## src/rtl/read_pointer_handler.sv

```systemverilog
// Read-side pointer, empty/almost-empty/level and sticky underflow logic for an async FIFO.
// Define READ_LEVEL_EN to build the Gray decode, level subtractor and almost-empty compare.
module read_pointer_handler #(
  parameter int ADDR_WIDTH          = 4,
  parameter int ALMOST_EMPTY_THRESH = 2
) (
  input  logic                  read_clock,
  input  logic                  read_reset_n,
  input  logic                  read_enable,
  input  logic                  underflow_clear,
  input  logic [ADDR_WIDTH:0]   sync_write_ptr,
  output logic [ADDR_WIDTH-1:0] read_addr,
  output logic [ADDR_WIDTH:0]   read_ptr,
  output logic                  read_empty,
  output logic                  read_almost_empty,
  output logic [ADDR_WIDTH:0]   read_level,
  output logic                  read_underflow
);

  logic [ADDR_WIDTH:0] read_bin;
  logic [ADDR_WIDTH:0] read_bin_next;
  logic [ADDR_WIDTH:0] read_gray_next;
  logic                read_accept;
  logic                underflow_set;

  assign read_accept    = read_enable & ~read_empty;
  assign underflow_set  = read_enable & read_empty;
  assign read_bin_next  = read_bin + {{ADDR_WIDTH{1'b0}}, read_accept};
  assign read_gray_next = (read_bin_next >> 1) ^ read_bin_next;
  assign read_addr      = read_bin[ADDR_WIDTH-1:0];

  // NOTE: sequential state uses non-blocking assignments so every register
  // samples the pre-edge values regardless of statement order.
  always_ff @(posedge read_clock or negedge read_reset_n) begin
    if (!read_reset_n) begin
      read_bin       <= '0;
      read_ptr       <= '0;
      read_empty     <= 1'b1;
      read_underflow <= 1'b0;
    end else begin
      read_bin       <= read_bin_next;
      read_ptr       <= read_gray_next;
      // Comparing the post-read pointer lets the last read flag empty on its own edge.
      read_empty     <= (read_gray_next == sync_write_ptr);
      read_underflow <= underflow_set | (read_underflow & ~underflow_clear);
    end
  end

`ifdef READ_LEVEL_EN
  localparam logic [ADDR_WIDTH:0] THRESH = ALMOST_EMPTY_THRESH[ADDR_WIDTH:0];

  logic [ADDR_WIDTH:0] write_bin;
  logic [ADDR_WIDTH:0] level_next;

  // NOTE: every always_comb output gets a default before the loop so no latch
  // can be inferred.
  always_comb begin
    write_bin             = '0;
    write_bin[ADDR_WIDTH] = sync_write_ptr[ADDR_WIDTH];
    for (int i = ADDR_WIDTH - 1; i >= 0; i--) begin
      write_bin[i] = write_bin[i+1] ^ sync_write_ptr[i];
    end
  end

  assign level_next = write_bin - read_bin_next;

  always_ff @(posedge read_clock or negedge read_reset_n) begin
    if (!read_reset_n) begin
      read_level        <= '0;
      read_almost_empty <= 1'b1;
    end else begin
      read_level        <= level_next;
      read_almost_empty <= (level_next <= THRESH);
    end
  end
`else
  assign read_level        = '0;
  assign read_almost_empty = read_empty;
`endif

endmodule

```

## config.mk

```make
export PLATFORM = sky130hd
export DESIGN_NAME = read_pointer_handler
export DESIGN_NICKNAME = d
export VERILOG_FILES = /design/src/rtl/read_pointer_handler.sv
export SDC_FILE = /design/constraint.sdc
export NUM_CORES = 1
export LEC_CHECK = 0
export CAP_MARGIN = 10
export CORE_UTILIZATION = 35
export CTS_BUF_LIST = sky130_fd_sc_hd__clkbuf_16
export CTS_CLUSTER_SIZE = 30
export DETAILED_ROUTE_END_ITERATION = 8
export HOLD_SLACK_MARGIN = 0.12
export PLACE_DENSITY = 0.74
export SYNTH_ARGS = -nofsm -noshare
export SYNTH_HDL_FRONTEND = slang
export SYNTH_SLANG_ARGS = --single-unit
```

## constraint.sdc

```tcl
create_clock -name read_clock -period 2 [get_ports read_clock]
set_clock_uncertainty 0.05 [all_clocks]
set_input_delay 0.2 -clock read_clock [delete_from_list [all_inputs] [get_ports read_clock]]
set_output_delay 0.2 -clock read_clock [all_outputs]
set_load 0.03 [all_outputs]
```

# ---- After elaboration in Yosys (flattened, before gate mapping)
# Index checks and enable logic that the tools add are counted.
dict set report classes {
  add_sub_neg 1
  bitwise_logic 7
  n_eq_ne 1
}
# operator n
set ops {}
lappend ops {{adder 5 x 1 -> 5 bit} 1}
lappend ops {{== test 5 bit} 1}
lappend ops {{XOR 4 x 5 -> 5 bit} 1}
lappend ops {{AND 1 bit} 3}
lappend ops {{inverter 1 bit} 2}
lappend ops {{OR 1 bit} 1}
dict set report word_totals {
  register_bits 12
  wordCells 13
  out_inout_bits 17
  input_bits 9
}

# ---- Depth between registers and ports, before layout
dict set report depth {
  ltp_word 5
  ltp_mapped 7
}

# ---- Least setup slack after synthesis
# No wires, ideal clock.
dict set report synth_timing {
  path_kind {reg-to-reg}
  from {reg read_empty (netlist: read_almost_empty)}
  to {reg read_empty (netlist: read_almost_empty)}
  slack_ps -199
  period_less_slack_ps 2199
  stages_incl_launch_ff 8
  required_ps 1862
  t_arrival_ps 2061
  setup_ps 88
  path_cell_list {dfstp_2 -> nor2b_1 -> ha_1 -> ha_1 -> xor2_1 -> xor2_1 -> or3_1 -> a221oi_2}
}
dict set report synth_between {
  elab_chain_cells 5
}
# item line
set synth_lines {}
lappend synth_lines {{from (decl)} 14} ;# output logic read_empty,
lappend synth_lines {{from (signal assigned)} 44} ;# read_empty <= (read_gray_next == sync_write_ptr);
lappend synth_lines {{inverter 1 bit} 26} ;# assign read_accept = read_enable & ~read_empty;
lappend synth_lines {{AND 1 bit} 26}
lappend synth_lines {{adder 5 x 1 -> 5 bit} 28} ;# assign read_bin_next = read_bin + {{ADDR_WIDTH{1'b0}}, read_accept};
lappend synth_lines {{via read_bin_next[2]} 21} ;# logic [ADDR_WIDTH:0] read_bin_next;
lappend synth_lines {{XOR 4 x 5 -> 5 bit} 29} ;# assign read_gray_next = (read_bin_next >> 1) ^ read_bin_next;
lappend synth_lines {{== test 5 bit} 44}
# The timed path passes the listed nets, and every way through them passes these cells.

# ---- Worst setup path in the final report
# Same ends and word-level chain as after synthesis.

==> reports/qor.yml <==
finalCritPeriodShare_pct: 100
critical_path.top_delay_family: "flip-flops"
synth_cell_types: 17
syn_inst: 46
place_ws_ns: -0.346
drc: 0
setup_viol: 0
syn_avg_cell_area_um2: 12.0
power_leakage_uw: 0.000401
routedLengthMet1_um: 425
power_frac_seq_pct: 24.1
numPortBuffers: 20
drive_gt1_share_pct: 22.7
die_w_um: 41.7
clkLatencyLatePin_ns: 0.24
grt_pass1_wl_mm: 1.85
yosysWarnings: 0
postPlaceCellArea_um2: 808
end_kind: "register"
dieArea_mm2: 0.00174
grtUsageTotal_pct: 14.8
worstPathArrival_ns: 2.10
fmax_mhz: 500
slowest_delay_ns: 0.55
clk_pin_slew_ns: 0.04
clkPwrFrac_pct: 19.0
overflow: 0
maxCapViolCount: 0
ys_seq_area_share_pct: 50.1
dr.pass1.iters: 3
diodes: 0
comb_power_share_pct: 56.9
drt_wl_total_mm: 1.10
root_buffer: "clkbuf_16"
grt_max_degree: 12
drt_iter0_markers: 3
antenna_found_initial: 0
finalHoldViolCount: 0
via_per_inst: 4.58
worst_r2r_path_depth: 7
synth-seq-cells: 11
max-clock-path-buffers: 2
status: "finished, final reports clean"
area_delta_synth_final_pct: 68.3
stdcell_area_um2: 928
cp_slowest_cell: "dfstp_2"
layout_commonest_cell: "clkdlybuf4s50_1"
final_core_util_pct: 67.1
ir_drop_mv: 0.995
switching_share_pct: 39.3
place_congestion: 0.738
start_kind: "register"
r2r_slack_ns: 0.0009
fill_cells: 104
num_vias: 412
cp.required_ns: 2.10
highest_layer: "met4"
hpwl_um: 869
cts_made_buffers: 3
first_global_vias: 436
coreArea_mm2: 0.00138
die_h_um: 41.7
layout_setup_ws_ns: 0.000931
p_int_uw: 1130
p_per_area_mw_per_mm2: 2000
final_net_count: 87
crit_path_end: "read_almost_empty"
power_uw: 1860
startpoint: "read_almost_empty"
postRouteAntennaNets: 0
rr_endpoint: "read_almost_empty"
slew_violations: 0
cts_tree: "built"
worst-setup-path-type: "reg2reg"
io_pins: 26
r2r-start: "read_almost_empty"
rows: 13
dr_wl_met2_um: 591
htreeDepth: 1
final_cell_mix: "20 x clkdlybuf4s50_1, 10 x dfrtp_1, 7 x buf_4, 6 x xor2_1, 5 x conb_1"
rsz0062_at_grt: "true"
cts_num_sinks: 11
hold_class: "in2async"
path_buf_inv: 0
path_cells: "nor2b_4 -> ha_4 -> ha_4 -> xor2_4 -> xor2_1 -> or3_1 -> a221oi_2"
cp_num_cells: 7
p_sw_uw: 732
cp_max_fo: 3
path_common_cell: "ha_4"
fin_crit_ns: 2.00
wl_per_cell_um: 12.2
wl_met3_um: 69
initial_core_util_pct: 39.9
syn_area_um2: 552
-- cell usage after synthesis --
cell type	n	area, um2
inv_1	2	7.51
xor3_1	1	23.8
dfstp_2	1	26.3
nand2_1	1	3.75
nand3_1	4	20.0
buf_4	6	45.0
xnor2_1	4	35.0
or3_1	2	12.5
a221oi_2	1	15.0
o21ai_0	1	5.00
a21boi_1	1	7.51
xor2_1	7	61.3
conb_1	1	3.75
nor2b_1	1	6.26
dfrtp_1	10	250
ha_1	2	25.0
clkinv_1	1	3.75
-- routing by layer --
layer  vias up  track usage [%]
li1        196                -
met1       194             14.7
met2        20             26.9
met3         2             6.09
met4         0             5.81
met5         -                0
-- sequential cells by signal, summed over array words and instances (netlist names) --
signal,count
read_ptr,4
read_almost_empty,1
read_underflow,1
read_bin,5
-- repair_timing --
| item | 4_1_cts | 5_1_grt |
|---|---|---|
| pin swaps | 2 | 1 |
| setup buffers | 1 | 0 |
| resized for setup | 4 | 1 |
| hold buffers | 0 | 0 |
| setup endpoints to repair | 1 | 1 |
-- through the flow --
| stage | instances | setup TNS [ns] | hold slack (ns) |
|---|---|---|---|
| 2_1_floorplan | 50 | -0.0994 | -0.146 |
| 3_3_place_gp | 85 | -0.275 | 0.481 |
| 3_5_place_dp | 85 | -0.346 | 0.501 |
| 4_1_cts | 90 | 0 | 0.271 |
| 5_1_grt | 90 | -0.0943 | 0.293 |
| 6_report | 90 | 0 | 0.247 |
-- worst min-delay path by stage --
stage | from | end | slack [ns] | depth (start not counted)
3_5_place_dp | read_underflow | read_underflow | 0.50 | 2
4_1_cts | read_reset_n | read_bin[3] | 0.27 | 1
6_report | read_reset_n | read_bin[2] | 0.25 | 1
2_1_floorplan | read_reset_n | read_bin[0] | -0.15 | 0
5_1_grt | read_reset_n | read_bin[2] | 0.29 | 1
3_3_place_gp | read_underflow | read_underflow | 0.48 | 2
-- final cells by class --
type                    count  area, um2  share of cell area [%]
inverters                   3       11.3                    1.21
clock inverters             1       3.75                   0.404
well taps                  15       18.8                    2.02
clock buffers               3       75.1                    8.09
multi-input cells          30        290                    31.3
flip-flops and latches     11        277                    29.8
repair buffers             27        253                    27.2
-- power groups by stage --
stage	Sequential, uW	Clock [uW]	Combinational [uW]
detailed placement	432	0	1020
CTS	444	359	1060
global route	460	367	1130
floorplan	634	0	435
global placement	427	0	1000
finish	448	354	1060
-- logic make-up after synthesis --
group / count (synthesis) / share of synthesized area, %
AND/OR/NAND/NOR: 8 / 7.71
adder cells (fa/ha/maj): 2 / 4.53
flip-flops: 11 / 50.1
AO/OA/AOI/OAI: 3 / 4.99
XOR/XNOR: 12 / 21.8
buffers and inverters: 9 / 10.2
other: 1 / 0.680
Power figures use the tool's default switching activity.
